--- src/rtl/time_align_nstage_if.sv ---
// Stage-code input and aligned-sample output bundle for time_align_nstage.
interface time_align_nstage_if #(
  parameter int NUM_STAGES = 4,
  parameter int STAGE_BITS = 3,
  parameter int REDUNDANCY = 0
);
  localparam int OUT_W = (REDUNDANCY != 0) ?
                         (NUM_STAGES - 1) * (STAGE_BITS - 1) + STAGE_BITS :
                         NUM_STAGES * STAGE_BITS;

  logic                             valid_i;
  logic [NUM_STAGES*STAGE_BITS-1:0] stage_i;
  logic [OUT_W-1:0]                 dout_o;
  logic                             valid_o;
  logic                             ovf_o;

  modport master (
    output valid_i, stage_i,
    input  dout_o, valid_o, ovf_o
  );

  modport slave (
    input  valid_i, stage_i,
    output dout_o, valid_o, ovf_o
  );
endinterface

--- src/rtl/time_align_nstage.sv ---
// N-stage time alignment and digital error correction for the pipelined ADC
// back end. Stage k is delayed NUM_STAGES-1-k registers so that all codes of
// one sample meet, then they are concatenated or overlap-added with saturation.
module time_align_nstage #(
  parameter int NUM_STAGES = 4,
  parameter int STAGE_BITS = 3,
  parameter int REDUNDANCY = 0
) (
  input  logic                clk_i,
  input  logic                reset_i,
  time_align_nstage_if.slave  bus
);
  localparam int OUT_W = (REDUNDANCY != 0) ?
                         (NUM_STAGES - 1) * (STAGE_BITS - 1) + STAGE_BITS :
                         NUM_STAGES * STAGE_BITS;
  localparam int SUM_W = OUT_W + 1;
  localparam int DEPTH = NUM_STAGES - 1;

  logic [NUM_STAGES-1:0][STAGE_BITS-1:0] aligned;
  logic [DEPTH-1:0]                      vpipe;
  logic                                  vdly;
  logic [OUT_W-1:0]                      merged;
  logic                                  merged_ovf;
  logic [OUT_W-1:0]                      dout;
  logic                                  valid;
  logic                                  ovf;

  // Triangular delay structure: the last stage passes straight through.
  for (genvar k = 0; k < NUM_STAGES; k++) begin : g_stage
    localparam int D = NUM_STAGES - 1 - k;
    logic [STAGE_BITS-1:0] code;
    assign code = bus.stage_i[(NUM_STAGES-k)*STAGE_BITS-1 -: STAGE_BITS];

    if (D == 0) begin : g_direct
      assign aligned[k] = code;
    end else begin : g_delay
      logic [STAGE_BITS-1:0] sr [D];

      // Free-running shift of this stage's code, independent of valid.
      always_ff @(posedge clk_i or posedge reset_i) begin
        if (reset_i) begin
          for (int unsigned i = 0; i < D; i++) sr[i] <= '0;
        end else begin
          sr[0] <= code;
          for (int unsigned i = 1; i < D; i++) sr[i] <= sr[i-1];
        end
      end

      assign aligned[k] = sr[D-1];
    end
  end

  // Valid follows the stage-0 code through NUM_STAGES-1 registers.
  always_ff @(posedge clk_i or posedge reset_i) begin
    if (reset_i) begin
      vpipe <= '0;
    end else begin
      vpipe[0] <= bus.valid_i;
      for (int unsigned i = 1; i < DEPTH; i++) vpipe[i] <= vpipe[i-1];
    end
  end

  assign vdly = vpipe[DEPTH-1];

  if (REDUNDANCY != 0) begin : g_red
    logic [SUM_W-1:0] sum;

    // Overlapped add; the sum always fits in OUT_W+1 bits, so the top bit
    // alone flags saturation.
    always_comb begin
      sum = '0;
      for (int unsigned k = 0; k < NUM_STAGES; k++)
        sum = sum + (SUM_W'(aligned[k]) << ((NUM_STAGES - 1 - k) * (STAGE_BITS - 1)));
      merged_ovf = sum[OUT_W];
      merged     = merged_ovf ? '1 : sum[OUT_W-1:0];
    end
  end else begin : g_cat
    // Plain concatenation, stage 0 in the MSBs.
    always_comb begin
      merged     = '0;
      merged_ovf = 1'b0;
      for (int unsigned k = 0; k < NUM_STAGES; k++)
        merged[(NUM_STAGES-k)*STAGE_BITS-1 -: STAGE_BITS] = aligned[k];
    end
  end

  // Output register: loads on delayed valid, otherwise holds.
  always_ff @(posedge clk_i or posedge reset_i) begin
    if (reset_i) begin
      dout  <= '0;
      ovf   <= 1'b0;
      valid <= 1'b0;
    end else begin
      valid <= vdly;
      if (vdly) begin
        dout <= merged;
        ovf  <= merged_ovf;
      end
    end
  end

  assign bus.dout_o  = dout;
  assign bus.valid_o = valid;
  assign bus.ovf_o   = ovf;
endmodule

--- src/flat_wrapper.sv ---
// flat-port wrapper written by rule: the top's interface ports become plain ports
module time_align_nstage_flat 
#(
  parameter int NUM_STAGES = 4,
  parameter int STAGE_BITS = 3,
  parameter int REDUNDANCY = 0
)
  (clk_i, reset_i, bus_valid_i, bus_stage_i, bus_dout_o, bus_valid_o, bus_ovf_o);
  time_align_nstage_if #(.NUM_STAGES(NUM_STAGES), .STAGE_BITS(STAGE_BITS), .REDUNDANCY(REDUNDANCY)) bus_i ();
  input  logic clk_i;
  input  logic reset_i;
  input wire logic [$bits(bus_i.valid_i)-1:0] bus_valid_i;
  input wire logic [$bits(bus_i.stage_i)-1:0] bus_stage_i;
  output wire logic [$bits(bus_i.dout_o)-1:0] bus_dout_o;
  output wire logic [$bits(bus_i.valid_o)-1:0] bus_valid_o;
  output wire logic [$bits(bus_i.ovf_o)-1:0] bus_ovf_o;
  assign bus_i.valid_i = bus_valid_i;
  assign bus_i.stage_i = bus_stage_i;
  assign bus_dout_o = bus_i.dout_o;
  assign bus_valid_o = bus_i.valid_o;
  assign bus_ovf_o = bus_i.ovf_o;
  time_align_nstage #(.NUM_STAGES(NUM_STAGES), .STAGE_BITS(STAGE_BITS), .REDUNDANCY(REDUNDANCY)) u_core (.clk_i(clk_i), .reset_i(reset_i), .bus(bus_i));
endmodule
--- config.mk ---
export PLATFORM = sky130hd
export DESIGN_NAME = time_align_nstage_flat
export DESIGN_NICKNAME = d
export VERILOG_FILES = /design/src/rtl/time_align_nstage_if.sv /design/src/rtl/time_align_nstage.sv /design/src/flat_wrapper.sv
export SDC_FILE = /design/constraint.sdc
export NUM_CORES = 1
export LEC_CHECK = 0
export CORE_ASPECT_RATIO = 0.7
export CORE_MARGIN = 5
export CORE_UTILIZATION = 49
export CTS_CLUSTER_SIZE = 40
export DETAILED_ROUTE_END_ITERATION = 8
export GPL_TIMING_DRIVEN = 0
export PLACE_DENSITY = 0.81
export SLEW_MARGIN = 20
export SYNTH_ARGS = -nofsm -noshare
export SYNTH_HDL_FRONTEND = slang
export SYNTH_SLANG_ARGS = --single-unit
export TNS_END_PERCENT = 100
--- constraint.sdc ---
create_clock -name clk_i -period 3.7 [get_ports clk_i]
set_clock_uncertainty 0.1 [all_clocks]
set_input_delay 1.11 -clock clk_i [delete_from_list [all_inputs] [get_ports clk_i]]
set_output_delay 1.11 -clock clk_i [all_outputs]
set_load 0.005 [all_outputs]
==> results.tsv <==
stage	metric	value	unit
grt	vias in the first global route	574	
placement	hpwl dp	1.097	mm
cells_and_area	most frequent cells in the layout	34 x dfrtp_1, 27 x clkdlybuf4s50_1, 10 x mux2_4	
placement	pre-CTS WS	1.579	ns
timing	Max-slew headroom	56.00	%
cts	clk_lat worst skew	0.33	ns
grt	first-pass GRT wire length	2.725	mm
cells_and_area	nets	99	
cts	Clock Root Buffer	clkbuf_4	
cts	# resized after CTS	0	
setup_path	CP Launch Type	register	
cts	maximum clock insertion buffer count	2	
logic_synthesis	Post-Syn Nets	65	
routing	Iter 0 DRT Violations	12	
timing	max frequency	0.4103	GHz
routing	DRT Pass-1 Iters	4	
timing	period utilisation layout	65.88	%
cts	CTS Hold Buffers Added	0	
setup_path	crit end category	output pin	
power_and_ir_drop	Gate power share	10.4	%
logic_synthesis	post-synth cell types	7	
power_and_ir_drop	Switching Fraction	19.89	%
setup_path	critical path required time	2.49	ns
grt	initial antenna violation count	0	
cells_and_area	commonest non-fill, non-tap cell in the layout	dfrtp_1	
setup_path	Crit path arrival time	1.23	ns
cts	clk sink count	34	
cells_and_area	Diodes inserted	0	
routing	# DRC	0	
routing	Vias/cell	4.642	
cts	CTS tree	yes	
routing	final wirelength	1.587	mm
setup_path	cell with the largest stage delay on the worst path	clkdlybuf4s50_1	
setup_path	crit path cell chain	clkdlybuf4s50_1	
cts	setup bufs post-CTS	0	
placement	IO buf count	27	
grt	Total GRT Usage	12.47	%
power_and_ir_drop	Clk pwr share	34.7	%
die	die area	3183	sq um
power_and_ir_drop	Int Pwr	0.5946	mW
cts	TritonCTS Buffers	5	
die	core area	2102	sq um
logic_synthesis	Syn. warnings	0	
power_and_ir_drop	Switching Power	0.1477	mW
timing	final setup TNS	0	ns
logic_synthesis	Gate Count Post-Synth	50	
routing	routed length per instance	14.56	um
run	max capacitance violation total	0	
power_and_ir_drop	Peak VDD IR	260.7	uV
logic_synthesis	Synth Register Bits	34	
timing	final setup margin	1.262	ns
setup_path	Setup CP Type	register to output pin	
setup_path	CP Depth	1	
setup_path	cell family with most CP delay	buffers and inverters	
timing	Slew @ Worst Pin	0.6590	ns
cts	Worst-path clk slew	0.10	ns
grt	largest net degree at the start of global routing	35	
die	Die W	65.32	um
cts	H-tree Lvls	2	
setup_path	CP peak stage delay	0.52	ns
routing	antenna viol nets, final	0	
die	Initial Utilization	49.94	%
logic_synthesis	average size of a mapped cell	21.00	sq um
timing	Hold Fails Final Rpt	0	
cells_and_area	Area growth syn-to-layout	35.76	%
logic_synthesis	Netlist Area Pre-Place	1050	sq um
die	height of the die	48.73	um
timing	RSZ-0062 raised after global routing	no	
die	io pins	29	
routing	via count	506	
setup_path	WP buf/inv	1	
placement	GP Congestion	0.5985	
timing	final setup vio count	0	
setup_path	reg2reg path depth	2	
run_status	status	completed	
power_and_ir_drop	Reg power frac	55.0	%
cells_and_area	layout cells sized above 1	24.71	%
timing	min Tclk post-route	2.438	ns
hold_path	worst hold-check path type	register to register	
grt	total gr overflow	0	
logic_synthesis	post-synthesis sequential area ratio	81.05	%
setup_path	crit-path max FO	2	
die	row count	14	
hold_path	hold depth	0	
timing	final slew viol count	0	
power_and_ir_drop	Pwr Density	520.9	nW/um^2
power_and_ir_drop	Leak Pwr	0.6507	nW
-- cell families after synthesis --
kind of cell           count (synthesis)  synth area share [%]
multiplexers                          12                 16.45
flip-flops                            34                 81.05
buffers and inverters                  3                 2.145
other                                  1                0.3572
-- final cells by class --
class | instances | area (sq um)
plain buffers | 2 | 18.77
fillers | 153 | 676.9
repair buffers | 27 | 270.3
clock buffers | 7 | 45.04
clock inverters | 1 | 30.03
flip-flops and latches | 34 | 850.8
multi-input cells | 13 | 176.4
well taps | 24 | 30.03
inverters | 1 | 3.754
-- sequential cells by signal, summed over array words and instances, names as in the netlist --
register	cells
u_core.bus.dout_o	12
u_core.g_stage.g_delay.sr	12
u_core.aligned	6
u_core.vpipe	3
u_core.bus.valid_o	1
-- metal layers --
metal  global-route usage [%]  part of all wire, %  vias up
li1                         -                    -      227
met1                    15.74                   46      244
met2                    15.63                   41       28
met3                    8.333                  9.6        7
met4                    7.241                  2.6        0
met5                        0                    0        -
-- worst paths after layout --
kind / from / endpoint / slack, ns
max: u_core.bus.dout_o[3] / bus_dout_o[3] / 1.26
min: u_core.vpipe[0] / u_core.vpipe[1] / 0.25
max reg2reg: u_core.vpipe[2] / u_core.bus.dout_o[7] / 2.54
min reg2reg: u_core.vpipe[0] / u_core.vpipe[1] / 0.25
max in group asynchronous: reset_i / u_core.bus.valid_o / 1.99
min in group asynchronous: reset_i / u_core.bus.dout_o[4] / 1.08
-- synth_stat cells --
library cell / count / area [sq um]
buf_6: 1 / 11.26
buf_4: 1 / 7.510
inv_1: 1 / 3.750
mux2_2: 2 / 22.52
dfrtp_1: 34 / 850.8
conb_1: 1 / 3.750
mux2_4: 10 / 150.1
-- per-stage QoR --
| stage | hold slack (ns) | area (sq um) | cells | util, % | power (mW) |
|---|---|---|---|---|---|
| 2_1_floorplan | 0.2312 | 1050 | 50 | - | 0.4442 |
| 3_3_place_gp | 0.2316 | 1350 | 101 | 64.23 | 0.4905 |
| 3_5_place_dp | 0.2347 | 1350 | 101 | 64.23 | 0.4938 |
| 4_1_cts | 0.2569 | 1425 | 109 | 67.80 | 0.7518 |
| 5_1_grt | 0.2737 | 1425 | 109 | 67.80 | 0.7776 |
| 6_report | 0.2547 | 1425 | 109 | 67.80 | 0.7423 |
-- power by group through the flow --
stage	Combinational, mW	Clock (mW)	Sequential (mW)
after global placement	0.0767	0	0.414
after detailed placement	0.0783	0	0.415
after global routing	0.0828	0.283	0.412
final	0.0769	0.257	0.408
after CTS	0.0785	0.265	0.409
after floorplan	0.0299	0	0.414
(Power assumes the default switching activity.)
